==> config.mk <==
export PLATFORM = sky130hd
export DESIGN_NAME = bcd_bin_convert
export DESIGN_NICKNAME = d
export VERILOG_FILES = /design/src/rtl/bcd_pkg.sv /design/src/rtl/bcd_digit_adj.sv /design/src/rtl/bcd_bin_convert.sv
export SDC_FILE = /design/constraint.sdc
export NUM_CORES = 1
export LEC_CHECK = 0
export CAP_MARGIN = 10
export CORE_MARGIN = 5
export CORE_UTILIZATION = 53
export DETAILED_ROUTE_END_ITERATION = 10
export DONT_BUFFER_PORTS = 1
export HOLD_SLACK_MARGIN = 0.05
export PLACE_DENSITY = 0.74
export SLEW_MARGIN = 20
export SYNTH_ARGS = -nofsm -noshare
export SYNTH_HDL_FRONTEND = slang
export SYNTH_SLANG_ARGS = --single-unit
==> constraint.sdc <==
create_clock -name clk -period 3.3 [get_ports clk]
set_input_delay 0.165 -clock clk [delete_from_list [all_inputs] [get_ports clk]]
set_output_delay 0.165 -clock clk [all_outputs]
set_load 0.005 [all_outputs]
==> src/rtl/bcd_pkg.sv <==
// Shared types and constants for the BCD-to-binary converter.
// Holds the FSM encoding, sizing constants and the range check.
package bcd_pkg;

    localparam int BCD_DIGITS = 3;
    localparam int BIN_W      = 8;
    localparam int WORK_W     = 20;
    localparam int BIN_MAX    = 255;

    typedef enum logic [2:0] {
        IDLE   = 3'd0,
        CHECK  = 3'd1,
        SHIFT  = 3'd2,
        ADJUST = 3'd3,
        DONE   = 3'd4
    } state_t;

    // Digits are {hundreds, tens, units}; flags non-BCD or out-of-range input.
    function automatic logic bcd_invalid(input logic [11:0] bcd);
        logic [9:0] value;
        logic       bad_digit;
        bad_digit = (bcd[11:8] > 4'd9) || (bcd[7:4] > 4'd9) || (bcd[3:0] > 4'd9);
        value = 10'(bcd[11:8]) * 10'd100 + 10'(bcd[7:4]) * 10'd10 + 10'(bcd[3:0]);
        return bad_digit || (value > 10'(BIN_MAX));
    endfunction

endpackage

==> src/rtl/bcd_digit_adj.sv <==
// One BCD nibble correction step for reverse double-dabble.
// Subtracts 3 when the nibble is 8 or more; cannot underflow.
module bcd_digit_adj (
    input  logic [3:0] din,
    output logic [3:0] dout
);

    assign dout = (din >= 4'd8) ? (din - 4'd3) : din;

endmodule

==> src/rtl/bcd_bin_convert.sv <==
// Three-digit BCD to 8-bit binary converter using reverse double-dabble.
// Eight shift/adjust pairs per conversion; out-of-range input reports err.
module bcd_bin_convert
    import bcd_pkg::*;
(
    input  logic             clk,
    input  logic             rst,
    input  logic             ena,
    input  logic [3:0]       fdig,
    input  logic [3:0]       sdig,
    input  logic [3:0]       tdig,
    output logic [BIN_W-1:0] bin_d_out,
    output logic             rdy,
    output logic             err,
    output logic             busy
);

    state_t state;
    state_t next;

    logic [WORK_W-1:0] work;
    logic [2:0]        cnt;
    logic              err_flag;
    logic [11:0]       adj;

    for (genvar g = 0; g < BCD_DIGITS; g++) begin : g_adj
        bcd_digit_adj u_adj (
            .din  (work[BIN_W + 4*g +: 4]),
            .dout (adj[4*g +: 4])
        );
    end

    always_ff @(posedge clk) begin
        if (rst) state <= IDLE;
        else     state <= next;
    end

    always_comb begin
        next = state;
        unique case (state)
            IDLE:    if (ena) next = CHECK;
            CHECK:   next = bcd_invalid(work[WORK_W-1:BIN_W]) ? DONE : SHIFT;
            SHIFT:   next = ADJUST;
            // Counter wraps to zero after the eighth shift.
            ADJUST:  next = (cnt != 3'd0) ? SHIFT : DONE;
            DONE:    next = IDLE;
            default: next = IDLE;
        endcase
    end

    always_ff @(posedge clk) begin
        if (rst) begin
            work      <= '0;
            cnt       <= '0;
            err_flag  <= 1'b0;
            bin_d_out <= '0;
            rdy       <= 1'b0;
            err       <= 1'b0;
            busy      <= 1'b0;
        end else begin
            rdy <= 1'b0;
            case (state)
                IDLE: begin
                    if (ena) begin
                        work     <= {tdig, sdig, fdig, {BIN_W{1'b0}}};
                        cnt      <= '0;
                        err_flag <= 1'b0;
                        busy     <= 1'b1;
                    end
                end
                CHECK: begin
                    err_flag <= bcd_invalid(work[WORK_W-1:BIN_W]);
                end
                SHIFT: begin
                    work <= work >> 1;
                    cnt  <= cnt + 3'd1;
                end
                ADJUST: begin
                    work <= {adj, work[BIN_W-1:0]};
                end
                DONE: begin
                    bin_d_out <= err_flag ? '0 : work[BIN_W-1:0];
                    err       <= err_flag;
                    rdy       <= 1'b1;
                    busy      <= 1'b0;
                end
                default: ;
            endcase
        end
    end

endmodule

==> flow_summary.yaml <==
grt:
  first_global_vias: 2092
  gr-total-overflow: 0
  grt_use_met3_pct: 6.43
  use_met2_pct: 30.8
  antenna_found_initial: 0
  globalRouteMet1Util_pct: 26.1
  maximum_number_of_pins_on_one_net_before_global_route_repair: 38
  grt_util_all_layers_pct: 19.7
  grt_pass1_wl_um: 9800
  busiest_grt_layer: "met2"
timing:
  worst_case_clock_skew_ns: 0.00362
  final-max-slew-violation-count: 0
  fin_crit_ns: 3.21
  setup-violations-final: 0
  final-hold-violation-count: 0
  maxClockFrequency_mhz: 312
  min_period_over_period_pct: 97.3
  max_slew_margin_pct: 30.4
  worstMarginPinSlew_ns: 1.04
synthesis:
  post_synth_xor_area_fraction_pct: 2.71
  synthMuxAreaShare_pct: 4.65
  asyncSetResetFlopFracSynth_pct: 0
  mappedNetlistNets: 359
  synth_enable_flop_cells: 0
  synth-compound-area-share_pct: 17.3
  synth_simple_gate_area_share_pct: 18.0
  largest_family_of_logic_cells_by_synthesized_area: "adder cells"
  syn-mean-instance-area_um2: 8.61
  ys_seq_elements: 38
  yosysSeqAreaShare_pct: 29.4
  synth_warnings: 0
  postSynth.topFlopCell: "dfxtp_1"
  syn-cell-area_um2: 2580
  synthAdderAreaFrac_pct: 22.8
  synth_cells: 300
  unique_cell_type_count_in_the_yosys_netlist: 46
pwr:
  vdd_drop_max_mv: 0.299
  comb_pwr_share_pct: 25.3
  pwr-share-seq_pct: 38.4
  switchingPower_mw: 0.409
  internal-power_mw: 0.944
  net_sw_share_pct: 30.2
  leakage_dissipation_nw: 1.26
  p_clk_share_pct: 36.3
  pwr_density_cell_nw_per_um2: 479
  fin_total_pwr_mw: 1.35
layout:
  post_layout_nonfiller_instances: 369
  insertedDiodeCount: 0
  finish.net_count: 360
  multi_input_comb_area_um2: 1700
  area.sequential_um2: 762
  areaGrowthSynthToFinish_pct: 9.20
  drive_gt1_share_pct: 7.62
  fillerInstances: 433
clocking:
  clock_tree.htree_level_count: 2
  clkTransAtPathRegs_ns: 0.08
  cts.sink_count: 38
  cts-buffers-inserted: 5
  tritoncts: "yes"
  insertion_delay_ns: 0.29
  cts_root_cell: "clkbuf_8"
  post_cts_buffers: 0
  ctsLongestPathBuffers: 2
detailed_routing:
  drc: 0
  drtPass1Iterations: 4
  routed_wl_um: 5680
  route.detailed.vias_per_inst: 5.52
  wl_per_cell_um: 15.4
  initialDrtViolationCount: 191
  detail-route-antenna-nets: 0
  routed-via-count: 2037
place:
  dp_cells: 360
  buffer_ports.inserted: 0
  gpl.final_weighted_congestion: 0.859
  place.detailed.hpwl_um: 4080
critical_path:
  delay_of_the_slowest_cell_on_the_worst_path_ns: 0.44
  worst-path-max-fanout: 6
  arrival_ns: 3.41
  critical_path.slowest_cell: "fa_1"
  worstSetupStartpointType: "flop"
  cp.required_ns: 3.50
  worstSetupEndpointType: "flop"
  crit_path_cell_trace: "inv_1 -> ha_1 -> ha_1 -> fa_1 -> ha_1 -> ha_1 -> and3_1 -> a221oi_2 -> xnor2_1 -> nor2_1 -> a31o_2"
  crit_top_cell: "ha_1"
  worstPathBufferInverterCount: 1
  critical_path.top_delay_family: "adder cells"
  class_of_the_most_critical_setup_path: "reg2reg"
floorplanning:
  dieHeight_um: 79.8
  area_enclosed_by_the_die_boundary_um2: 6370
  io_pins: 26
  core_area_um2: 4720
  start_util_pct: 54.7
  placementRows: 25
  chipWidth_um: 79.8
run_status:
  outcome: "completed"
run:
  number_of_max_capacitance_violations_reported: 0
worst_hold_path:
  classification_of_the_worst_slack_hold_path: "in2reg"
[repair_timing]
| item | in CTS | in global routing |
|---|---|---|
| gates resized for setup | 1 | 1 |
| pin swaps | 0 | 1 |
| endpoints found under the setup margin | 1 | 3 |
| hold endpoints to repair | 37 | 0 |
| hold buffers | 1 | 0 |
[final timing paths]
check,startpoint,end,slack (ns),depth (start not counted)
hold reg to reg,err,err,0.49,2
hold / removal,tdig[3],work[19],0.10,2
setup / recovery,work[17],state[1],0.09,11
setup reg to reg,work[17],state[1],0.09,11
[sequential cells by signal, indices dropped and copies added (netlist names)]
signal,flops
work,20
bin_d_out,8
cnt,3
state,3
busy,1
err,1
err_flag,1
rdy,1
[logic make-up (layout without fill, tap and decap cells)]
family,count (synthesis),after routing
adders and majority gates,44,44
buffers and inverters,30,32
AOI/OAI and AO/OA,70,70
DFF,38,38
muxes,12,12
and+or+nand+nor,98,98
xor gates and xnor gates,8,8
[per-layer routing]
| metal | up-vias | part of all wire, % | routed length [um] |
|---|---|---|---|
| met5 | - | 0 | 0 |
| li1 | 1037 | - | - |
| met2 | 45 | 45 | 2560 |
| met4 | 0 | 1.3 | 74 |
| met1 | 947 | 48 | 2720 |
| met3 | 8 | 5.7 | 321 |
[Yosys cell counts (all sizes together) (3+ instances only)]
| cell type | number | area (um2) |
|---|---|---|
| buf | 10 | 57.6 |
| a211oi | 4 | 35.0 |
| a21oi | 27 | 135 |
| a21o | 4 | 30.0 |
| nand2 | 19 | 71.3 |
| inv | 15 | 56.3 |
| xor2 | 4 | 35.0 |
| a22oi | 10 | 75.1 |
| fa | 5 | 100 |
| nor2b | 3 | 18.8 |
| nor3b | 8 | 60.1 |
| dfxtp | 38 | 761 |
| clkbuf | 5 | 18.8 |
| mux2i | 12 | 120 |
| o21ai | 11 | 55.1 |
| nand3 | 4 | 20.0 |
| o31ai | 4 | 30.0 |
| xnor2 | 4 | 35.0 |
| ha | 39 | 488 |
| nor2 | 47 | 176 |
[cells in the final DEF (no fill, tap or decap), drive strengths merged, types with 2 or more instances in the layout]
cell type  netlist  layout
fa               5       5
ha              39      39
o21bai           2       2
and3             2       2
nand3b           2       2
a211oi           4       4
bufinv           0       2
and2b            2       2
inv             15      15
nor2            47      47
a21oi           27      27
dfxtp           38      38
mux2i           12      12
a22oi           10      10
xnor2            4       4
xor2             4       4
clkbuf           5       6
buf             10       9
nor3             2       2
nor3b            8       8
or2              2       2
a31oi            2       2
a21o             4       4
o31ai            4       4
o21ai           11      11
nand2           19      19
nor2b            3       3
nand3            4       4
[cell type report]
type                            count  share of cell area, %
Tap cell                           67                   2.97
Timing Repair Buffer                9                   2.84
Clock inverter                      2                   2.13
Sequential cell                    38                   27.0
Inverter                           15                   2.00
Clock buffer                        6                   2.93
Multi-Input combinational cell    232                   60.1
[stage by stage]
step                TNS [ns]  util, %  hold slack (ns)  setup slack [ns]  instance area (um2)
global placement           0     56.1            0.242             0.135                 2650
floorplan                  0        -            0.388             0.225                 2580
finish                     0     59.7            0.103            0.0901                 2820
global route         -0.0367     59.7            0.104           -0.0206                 2820
detailed placement   -0.0333     56.1            0.241           -0.0333                 2650
CTS                        0     59.6            0.103            0.0468                 2820
[power groups by stage]
stage               combinational, mW  sequential (mW)  clock [mW]
floorplan                       0.256            0.519           0
global placement                0.310            0.527           0
detailed placement              0.326            0.528           0
CTS                             0.339            0.518       0.495
global route                    0.393            0.524       0.522
finish                          0.342            0.519       0.491
Power figures use the tool's default switching activity.
